<file path="src/rtl/mul_sched_if.sv">
// Handshake bundle for mul_sched: two operand requesters
// plus the product response channel and busy flag.
interface mul_sched_if #(
  parameter int WIDTH = 32
);
  logic             req0_valid;
  logic             req0_ready;
  logic [WIDTH-1:0] req0_a;
  logic [WIDTH-1:0] req0_b;

  logic             req1_valid;
  logic             req1_ready;
  logic [WIDTH-1:0] req1_a;
  logic [WIDTH-1:0] req1_b;

  logic               resp_valid;
  logic               resp_ready;
  logic               resp_id;
  logic [2*WIDTH-1:0] resp_product;

  logic busy;

  modport slave (
    input  req0_valid, req0_a, req0_b,
    input  req1_valid, req1_a, req1_b,
    input  resp_ready,
    output req0_ready, req1_ready,
    output resp_valid, resp_id, resp_product,
    output busy
  );

  modport master (
    output req0_valid, req0_a, req0_b,
    output req1_valid, req1_a, req1_b,
    output resp_ready,
    input  req0_ready, req1_ready,
    input  resp_valid, resp_id, resp_product,
    input  busy
  );
endinterface

</file>
<file path="src/rtl/mul_sched.sv">
// Two-requester scheduler for one iterative shift-add signed multiplier.
// Define MUL_SCHED_RR_EN for round-robin arbitration (else fixed priority).
module mul_sched #(
  parameter int WIDTH = 32
) (
  input  logic        clk,
  input  logic        rst,
  mul_sched_if.slave  bus
);

  localparam int CW = $clog2(WIDTH + 1);

  typedef enum logic [1:0] {
    IDLE,
    CALC,
    NEG,
    DONE
  } state_t;

  state_t state_q, state_d;

  logic [2*WIDTH-1:0] acc_q, acc_d;
  logic [WIDTH-1:0]   mag_a_q, mag_a_d;
  logic               sign_q, sign_d;
  logic               id_q, id_d;
  logic [CW-1:0]      cnt_q, cnt_d;

  logic grant0, grant1;
  logic ready0, ready1;

  logic [WIDTH-1:0] sel_a, sel_b;
  logic [WIDTH-1:0] abs_a, abs_b;
  logic [WIDTH:0]   sum;

`ifdef MUL_SCHED_RR_EN
  logic ptr_q, ptr_d;

  // ptr=0 favours requester 0 on a tie
  always_comb begin
    grant0 = bus.req0_valid & (~bus.req1_valid | ~ptr_q);
    grant1 = bus.req1_valid & (~bus.req0_valid | ptr_q);
  end
`else
  always_comb begin
    grant0 = bus.req0_valid;
    grant1 = bus.req1_valid & ~bus.req0_valid;
  end
`endif

  always_comb begin
    sel_a = grant1 ? bus.req1_a : bus.req0_a;
    sel_b = grant1 ? bus.req1_b : bus.req0_b;
    // -(-2^(W-1)) wraps to 2^(W-1), which is the correct unsigned magnitude
    abs_a = sel_a[WIDTH-1] ? -sel_a : sel_a;
    abs_b = sel_b[WIDTH-1] ? -sel_b : sel_b;
  end

  always_comb begin
    if (acc_q[0])
      sum = {1'b0, acc_q[2*WIDTH-1:WIDTH]} + {1'b0, mag_a_q};
    else
      sum = {1'b0, acc_q[2*WIDTH-1:WIDTH]};
  end

  always_comb begin
    state_d = state_q;
    acc_d   = acc_q;
    mag_a_d = mag_a_q;
    sign_d  = sign_q;
    id_d    = id_q;
    cnt_d   = cnt_q;
    ready0  = 1'b0;
    ready1  = 1'b0;
`ifdef MUL_SCHED_RR_EN
    ptr_d   = ptr_q;
`endif
    unique case (state_q)
      IDLE: begin
        ready0 = grant0 & ~rst;
        ready1 = grant1 & ~rst;
        if (grant0 | grant1) begin
          mag_a_d = abs_a;
          acc_d   = {{WIDTH{1'b0}}, abs_b};
          sign_d  = sel_a[WIDTH-1] ^ sel_b[WIDTH-1];
          id_d    = grant1;
          cnt_d   = CW'(WIDTH);
          state_d = CALC;
`ifdef MUL_SCHED_RR_EN
          ptr_d   = ~grant1;
`endif
        end
      end
      CALC: begin
        acc_d = {sum, acc_q[WIDTH-1:1]};
        cnt_d = cnt_q - CW'(1);
        if (cnt_q == CW'(1))
          state_d = NEG;
      end
      NEG: begin
        if (sign_q)
          acc_d = -acc_q;
        state_d = DONE;
      end
      DONE: begin
        if (bus.resp_ready)
          state_d = IDLE;
      end
      default: state_d = IDLE;
    endcase
  end

  always_ff @(posedge clk) begin
    if (rst) begin
      state_q <= IDLE;
      acc_q   <= '0;
      mag_a_q <= '0;
      sign_q  <= 1'b0;
      id_q    <= 1'b0;
      cnt_q   <= '0;
    end else begin
      state_q <= state_d;
      acc_q   <= acc_d;
      mag_a_q <= mag_a_d;
      sign_q  <= sign_d;
      id_q    <= id_d;
      cnt_q   <= cnt_d;
    end
  end

`ifdef MUL_SCHED_RR_EN
  always_ff @(posedge clk) begin
    if (rst)
      ptr_q <= 1'b0;
    else
      ptr_q <= ptr_d;
  end
`endif

  assign bus.req0_ready   = ready0;
  assign bus.req1_ready   = ready1;
  assign bus.resp_valid   = (state_q == DONE);
  assign bus.resp_id      = id_q;
  assign bus.resp_product = acc_q;
  assign bus.busy         = (state_q != IDLE);

endmodule

</file>
<file path="src/flat_wrapper.sv">
// flat-port wrapper written by rule: the top's interface ports become plain ports
module mul_sched_flat 
#(
  parameter int WIDTH = 32
)
  (clk, rst, bus_req0_valid, bus_req0_a, bus_req0_b, bus_req1_valid, bus_req1_a, bus_req1_b, bus_resp_ready, bus_req0_ready, bus_req1_ready, bus_resp_valid, bus_resp_id, bus_resp_product, bus_busy);
  mul_sched_if #(.WIDTH(WIDTH)) bus_i ();
  input  logic clk;
  input  logic rst;
  input wire logic [$bits(bus_i.req0_valid)-1:0] bus_req0_valid;
  input wire logic [$bits(bus_i.req0_a)-1:0] bus_req0_a;
  input wire logic [$bits(bus_i.req0_b)-1:0] bus_req0_b;
  input wire logic [$bits(bus_i.req1_valid)-1:0] bus_req1_valid;
  input wire logic [$bits(bus_i.req1_a)-1:0] bus_req1_a;
  input wire logic [$bits(bus_i.req1_b)-1:0] bus_req1_b;
  input wire logic [$bits(bus_i.resp_ready)-1:0] bus_resp_ready;
  output wire logic [$bits(bus_i.req0_ready)-1:0] bus_req0_ready;
  output wire logic [$bits(bus_i.req1_ready)-1:0] bus_req1_ready;
  output wire logic [$bits(bus_i.resp_valid)-1:0] bus_resp_valid;
  output wire logic [$bits(bus_i.resp_id)-1:0] bus_resp_id;
  output wire logic [$bits(bus_i.resp_product)-1:0] bus_resp_product;
  output wire logic [$bits(bus_i.busy)-1:0] bus_busy;
  assign bus_i.req0_valid = bus_req0_valid;
  assign bus_i.req0_a = bus_req0_a;
  assign bus_i.req0_b = bus_req0_b;
  assign bus_i.req1_valid = bus_req1_valid;
  assign bus_i.req1_a = bus_req1_a;
  assign bus_i.req1_b = bus_req1_b;
  assign bus_i.resp_ready = bus_resp_ready;
  assign bus_req0_ready = bus_i.req0_ready;
  assign bus_req1_ready = bus_i.req1_ready;
  assign bus_resp_valid = bus_i.resp_valid;
  assign bus_resp_id = bus_i.resp_id;
  assign bus_resp_product = bus_i.resp_product;
  assign bus_busy = bus_i.busy;
  mul_sched #(.WIDTH(WIDTH)) u_core (.clk(clk), .rst(rst), .bus(bus_i));
endmodule
</file>
<file path="config.mk">
export PLATFORM = sky130hd
export DESIGN_NAME = mul_sched_flat
export DESIGN_NICKNAME = d
export VERILOG_FILES = /design/src/rtl/mul_sched_if.sv /design/src/rtl/mul_sched.sv /design/src/flat_wrapper.sv
export SDC_FILE = /design/constraint.sdc
export NUM_CORES = 1
export LEC_CHECK = 0
export CAP_MARGIN = 20
export CORE_AREA = 5 5 133 166
export CTS_CLUSTER_SIZE = 10
export DETAILED_ROUTE_END_ITERATION = 7
export DIE_AREA = 0 0 138 171
export PLACE_DENSITY = 0.87
export SLEW_MARGIN = 20
export SYNTH_ARGS = -nofsm -noshare
export SYNTH_HDL_FRONTEND = slang
export SYNTH_SLANG_ARGS = --single-unit
</file>
<file path="constraint.sdc">
create_clock -name clk -period 5.2 [get_ports clk]
set_clock_uncertainty 0.05 [all_clocks]
set_input_delay 1.04 -clock clk [delete_from_list [all_inputs] [get_ports clk]]
set_output_delay 1.04 -clock clk [all_outputs]
set_load 0.01 [all_outputs]
</file>
==> results of run 1 <==
[kinds of logic after synthesis]
family / synth area share
mux: 0.0811
simple gates: 0.260
compound gates: 0.278
buf+inv: 0.0488
fa+ha+maj: 0.0515
xor+xnor: 0.0753
flops: 0.205
[metal layers]
metal	wire length (um)	vias up	track usage
met4	1850	0	0.148
met2	16700	778	0.476
met1	15000	5531	0.387
met5	0	-	0
li1	-	5661	-
met3	4050	138	0.0595
[final cells by class]
| type | instances | area share |
|---|---|---|
| inverter | 40 | 0.0116 |
| sequential | 106 | 0.164 |
| tap | 274 | 0.0265 |
| clock buffer | 10 | 0.0185 |
| timing repair buffer | 229 | 0.171 |
| multi-input combinational | 1206 | 0.601 |
| clock inverter | 6 | 0.00726 |
[power groups by stage]
stage	Combinational [mW]	Sequential (mW)	Clock (mW)
after detailed placement	3.50	1.41	0
after global routing	3.88	1.44	0.824
after global placement	3.44	1.39	0
after CTS	3.52	1.39	0.791
final	3.61	1.41	0.788
after floorplan	2.32	1.33	0
[worst max-delay path, cell delays in order]
cell and delay, ns:
clkdlybuf4s50_1 0.64, nor2b_4 0.43, buf_4 0.57, mux2_2 0.43, nor3_1 0.48, nand4_1 0.29
o21ai_0 0.31, xnor2_1 0.10, a2111oi_0 0.38
[state kept, by name (all words and copies together), names as in the netlist]
register                 flops
u_core.state_q               2
u_core.bus.resp_product     64
u_core.mag_a_q              32
u_core.sign_q                1
u_core.bus.resp_id           1
u_core.cnt_q                 6
[Yosys cell counts, types with 12 or more instances]
library cell / instances
o21ai_0: 87
ha_1: 41
a221oi_1: 14
a211oi_1: 15
a21oi_1: 130
or3_1: 33
xor2_1: 38
inv_1: 39
clkbuf_1: 68
nor2_1: 124
mux2i_1: 76
nand3_1: 34
buf_2: 14
nor3_1: 60
nand2_1: 188
xnor2_1: 51
o211ai_1: 23
dfxtp_1: 106
nor4_1: 26
a21o_1: 25
nand4_1: 12
o31ai_1: 19
a31oi_1: 13
and3_1: 12
[worst paths after layout]
| path | startpoint | to | slack (ns) | cells past startpoint |
|---|---|---|---|---|
| setup reg to reg | u_core.bus.resp_product[32]$_SDFFE_PP0P_ | u_core.bus.resp_product[63]$_SDFFE_PP0P_ | 1.11 | 10 |
| hold reg to reg | u_core.mag_a_q[29]$_SDFFE_PP0P_ | u_core.mag_a_q[29]$_SDFFE_PP0P_ | 0.41 | 2 |
| setup / recovery | bus_req1_valid | u_core.bus.resp_product[28]$_SDFFE_PP0P_ | 0.70 | 9 |
| hold / removal | u_core.mag_a_q[29]$_SDFFE_PP0P_ | u_core.mag_a_q[29]$_SDFFE_PP0P_ | 0.41 | 2 |
==> flow_summary.ini, run 1 <==
[routing]
dr.pass1.iters = 6
num_vias = 12108
drtIter0Drc = 1293
totalWireLength_um = 37500
drt.antenna.violating_nets = 0
vias_per_cell = 6.47
avgRoutedWirePerCell_um = 20.1
route.detailed.drc = 0

[global_routing]
grt_util_all_layers = 0.299
grt_max_degree = 66
grt_antenna_before_repair = 1
grt_pass1_wl_um = 58200
grt_pass1_vias = 11065
gr-total-overflow = 0

[sta]
whs_ns = 0.408
hold_violations = 0
max_freq_mhz = 222
report.final.slew_viol_count = 0
rsz0062_at_grt = false
worstMarginPinSlew_ns = 1.03
setup_ws_ns = 0.704
timing.slew.headroom = 0.315
setup_tns_ns = 0
min_period_ns = 4.50
period_share = 0.865
setup_viol = 0

[hold_path]
hold_path_class = reg2reg

[clock_tree]
clk_pin_slew_worst_paths_ns = 0.08
cts.sinks = 106
cts-htree-levels = 3
numCtsBuffers = 9
clk_path_buf_depth = 2
postCtsSetupRepairBufs = 0
ctsResizeCount = 0
hold_buffers = 0
root_buffer = clkbuf_16
cts_tree = done
clk_latency_ns = 0.36

[yosys]
synth_top_area_frac = 0.205
netlist_area_mm2 = 0.0104
async_flop_share = 0
synthTopCellsByArea = dfxtp_1 (20%), mux2i_1 (7.3%), nand2_1 (6.8%), a21oi_1 (6.3%), ha_1 (5.0%)
synth_nets = 1615
yosysWarningCount = 0
yosysSeqAreaShare = 0.205
synthDominantAreaCellType = dfxtp_1
ys_seq_elements = 106
synth_edf_count = 0
syn_inst = 1440
syn_area_per_cell_um2 = 7.19
ys_types = 81
synth_flop_cell = dfxtp_1

[power]
pwr-share-comb = 0.622
total_power_mw = 5.81
peakVddDrop_mv = 0.265
power.internal_mw = 2.89
switching_power_mw = 2.92
p_seq_frac = 0.242
p_leak_nw = 4.97
power.density_mw_per_mm2 = 449
p_sw_frac = 0.502
clkPwrFrac = 0.136

[critical_path]
critPathArrivalTime_ns = 4.69
cp.required_ns = 5.39
end_kind = register
worstSetupPathType = in2reg
cp_max_fo = 41
start_kind = input port

[die]
io_pins = 202
die_y_um = 171
die_w_um = 138
start_util = 0.505
core_area_mm2 = 0.0205
dieArea_mm2 = 0.0236
num_rows = 59

[layout]
final_util = 0.630
final_area_mm2 = 0.0129
fillers = 1873
finalNetCount = 1767
layout_commonest_cell = clkdlybuf4s50_1
seq_area_mm2 = 0.00212
instances_no_fill = 1871
final_cell_mix = clkdlybuf4s50_1 (200), nand2_1 (188), a21oi_1 (130)
layout-drive-gt1-share = 0.0526
area_growth_pct = 24.9
diodes = 0
multiInputGateArea_mm2 = 0.00777

[run_status]
status = complete, no violations

[place]
gp_congestion = 0.941
dp_slack_ns = 0.437
post-dp-hpwl_um = 28600
placed_area_mm2 = 0.0126
io_buffers = 201
dp_cells = 1855

[run]
maxCapViolations = 0
Power figures use the tool's default switching activity.
==> run 2: changes to the inputs <==
CTS_BUF_LIST = sky130_fd_sc_hd__clkbuf_2 sky130_fd_sc_hd__clkbuf_4 sky130_fd_sc_hd__clkbuf_8   (was not set)
MAX_ROUTING_LAYER = met4   (was not set)
==> run 2 against run 1 <==
Effect of this change:
- the flow now finishes with violations (design-rule violations)
- sequential share of layout area is 0.18 points higher
- critical path depth unchanged
- final cell count up 0.11%
- sequential power is essentially flat
- first-iteration DRC count is 17% higher
- total power is 4.3% lower
- global-route usage rose by 1.4 points
- wire length is 1.0% higher
- critical path type unchanged
- largest power group unchanged
==> flow_summary.ini, run 2 (synthesized netlist as in run 1, its figures left out) <==
[layout]
seq_area_mm2 = 0.00212
largest_reg_flops = 64
instances_no_fill = 1873
area_growth_pct = 23.5
final_cell_mix = clkdlybuf4s50_1 (200), nand2_1 (188), a21oi_1 (130)
layout-drive-gt1-share = 0.0526
multiInputGateArea_mm2 = 0.00777
finalNetCount = 1768
layout_commonest_cell = clkdlybuf4s50_1
fillers = 1911

[run_status]
status = finished, violations left
violations = design-rule violations

[clock_tree]
cts_tree = done
cts.sinks = 106
cts-htree-levels = 3
numCtsBuffers = 9
root_buffer = clkbuf_8
clk_latency_ns = 0.39
clk_pin_slew_worst_paths_ns = 0.11
hold_buffers = 0
ctsResizeCount = 0
clk_path_buf_depth = 2
postCtsSetupRepairBufs = 0

[power]
peakVddDrop_mv = 0.430
switching_power_mw = 2.92
p_leak_nw = 4.91
p_sw_frac = 0.526
power.internal_mw = 2.63
pwr-share-comb = 0.654
clkPwrFrac = 0.094
p_seq_frac = 0.253
power.density_mw_per_mm2 = 434

[critical_path]
start_kind = input port
path_depth = 9
end_kind = register
critPathArrivalTime_ns = 4.74
worst-path-buf-inv = 2
path_delay_family = simple AND/OR/NAND/NOR gates
worstSetupPathType = in2reg
cp_slowest_cell = clkdlybuf4s50_1
cp_max_fo = 41
cp.required_ns = 5.42
worstPathCellList = clkdlybuf4s50_1 > nor2b_4 > buf_4 > mux2_2 > nor3_1 > nand4_1 > o21ai_0 > xnor2_1 > a2111oi_0
worstRegToRegCells = 10
slowest_delay_ns = 0.64

[hold_path]
min_path_cells = 2
hold_path_class = reg2reg

[sta]
period_share = 0.869
report.final.slew_viol_count = 0
setup_tns_ns = 0
worstMarginPinSlew_ns = 0.919
hold_violations = 0
setup_ws_ns = 0.683
rsz0062_at_grt = false
min_period_ns = 4.52
setup_viol = 0
max_freq_mhz = 221
timing.slew.headroom = 0.387

[global_routing]
grt_pass1_wl_um = 59600
grt_util_all_layers = 0.312
grt_pass1_vias = 11202
grt_max_degree = 64
grt_antenna_before_repair = 1
gr-total-overflow = 0

[place]
dp_cells = 1855
dp_slack_ns = 0.311
gp_congestion = 0.971
io_buffers = 201
post-dp-hpwl_um = 28800

[routing]
drtIter0Drc = 1516
avgRoutedWirePerCell_um = 20.2
route.detailed.drc = 2
dr.pass1.iters = 8
num_vias = 12092
totalWireLength_um = 37900
drt.antenna.violating_nets = 0
vias_per_cell = 6.46

[die]
core_area_mm2 = 0.0205
num_rows = 59
die_y_um = 171
dieArea_mm2 = 0.0236
die_w_um = 138
start_util = 0.505
io_pins = 202

[run]
maxCapViolations = 0
-- run 2: final timing paths --
kind,from,endpoint,slack (ns)
max,bus_req1_valid,u_core.bus.resp_product[28]$_SDFFE_PP0P_,0.68
min,u_core.mag_a_q[29]$_SDFFE_PP0P_,u_core.mag_a_q[29]$_SDFFE_PP0P_,0.42
max reg2reg,u_core.bus.resp_product[32]$_SDFFE_PP0P_,u_core.bus.resp_product[63]$_SDFFE_PP0P_,1.19
min reg2reg,u_core.mag_a_q[29]$_SDFFE_PP0P_,u_core.mag_a_q[29]$_SDFFE_PP0P_,0.42
-- run 2: routing by layer --
layer  GRT usage  part of all wire  vias up
met4       0.123             0.037        0
li1            -                 -     5639
met1       0.411              0.41     5571
met3      0.0349              0.10      110
met5           -                 0        -
met2       0.494              0.45      772
-- run 2: worst min-delay path: cells and delay by family, from the launching register on --
kind | cells | cell delay (ns)
AOI/OAI and AO/OA | 1 | 0.05
DFF | 1 | 0.33
and+or+nand+nor | 1 | 0.06
-- run 2: final cells by class --
type / instances / area share
Sequential cell: 106 / 0.166
Multi-Input combinational cell: 1206 / 0.607
Tap cell: 274 / 0.0268
Timing Repair Buffer: 230 / 0.174
Clock inverter: 7 / 0.00479
Clock buffer: 9 / 0.00968
Inverter: 40 / 0.0117
Antenna cell: 1 / 0.000196
-- run 2: power by group through the flow --
| stage | Sequential (mW) | Clock (mW) | Combinational, mW |
|---|---|---|---|
| finish | 1.40 | 0.521 | 3.63 |
| global route | 1.43 | 0.555 | 3.91 |
| CTS | 1.38 | 0.519 | 3.53 |
| detailed placement | 1.40 | 0 | 3.51 |
| global placement | 1.40 | 0 | 3.44 |
| floorplan | 1.33 | 0 | 2.32 |
-- run 2: per-stage QoR --
stage | hold slack, ns | utilization | total power, mW | cell area, um2
after floorplan | 0.386 | - | 3.65 | 10400
after global placement | 0.398 | 0.614 | 4.84 | 12600
after detailed placement | 0.406 | 0.614 | 4.91 | 12600
after CTS | 0.422 | 0.623 | 5.44 | 12800
after global routing | 0.450 | 0.623 | 5.89 | 12800
final | 0.420 | 0.623 | 5.55 | 12800
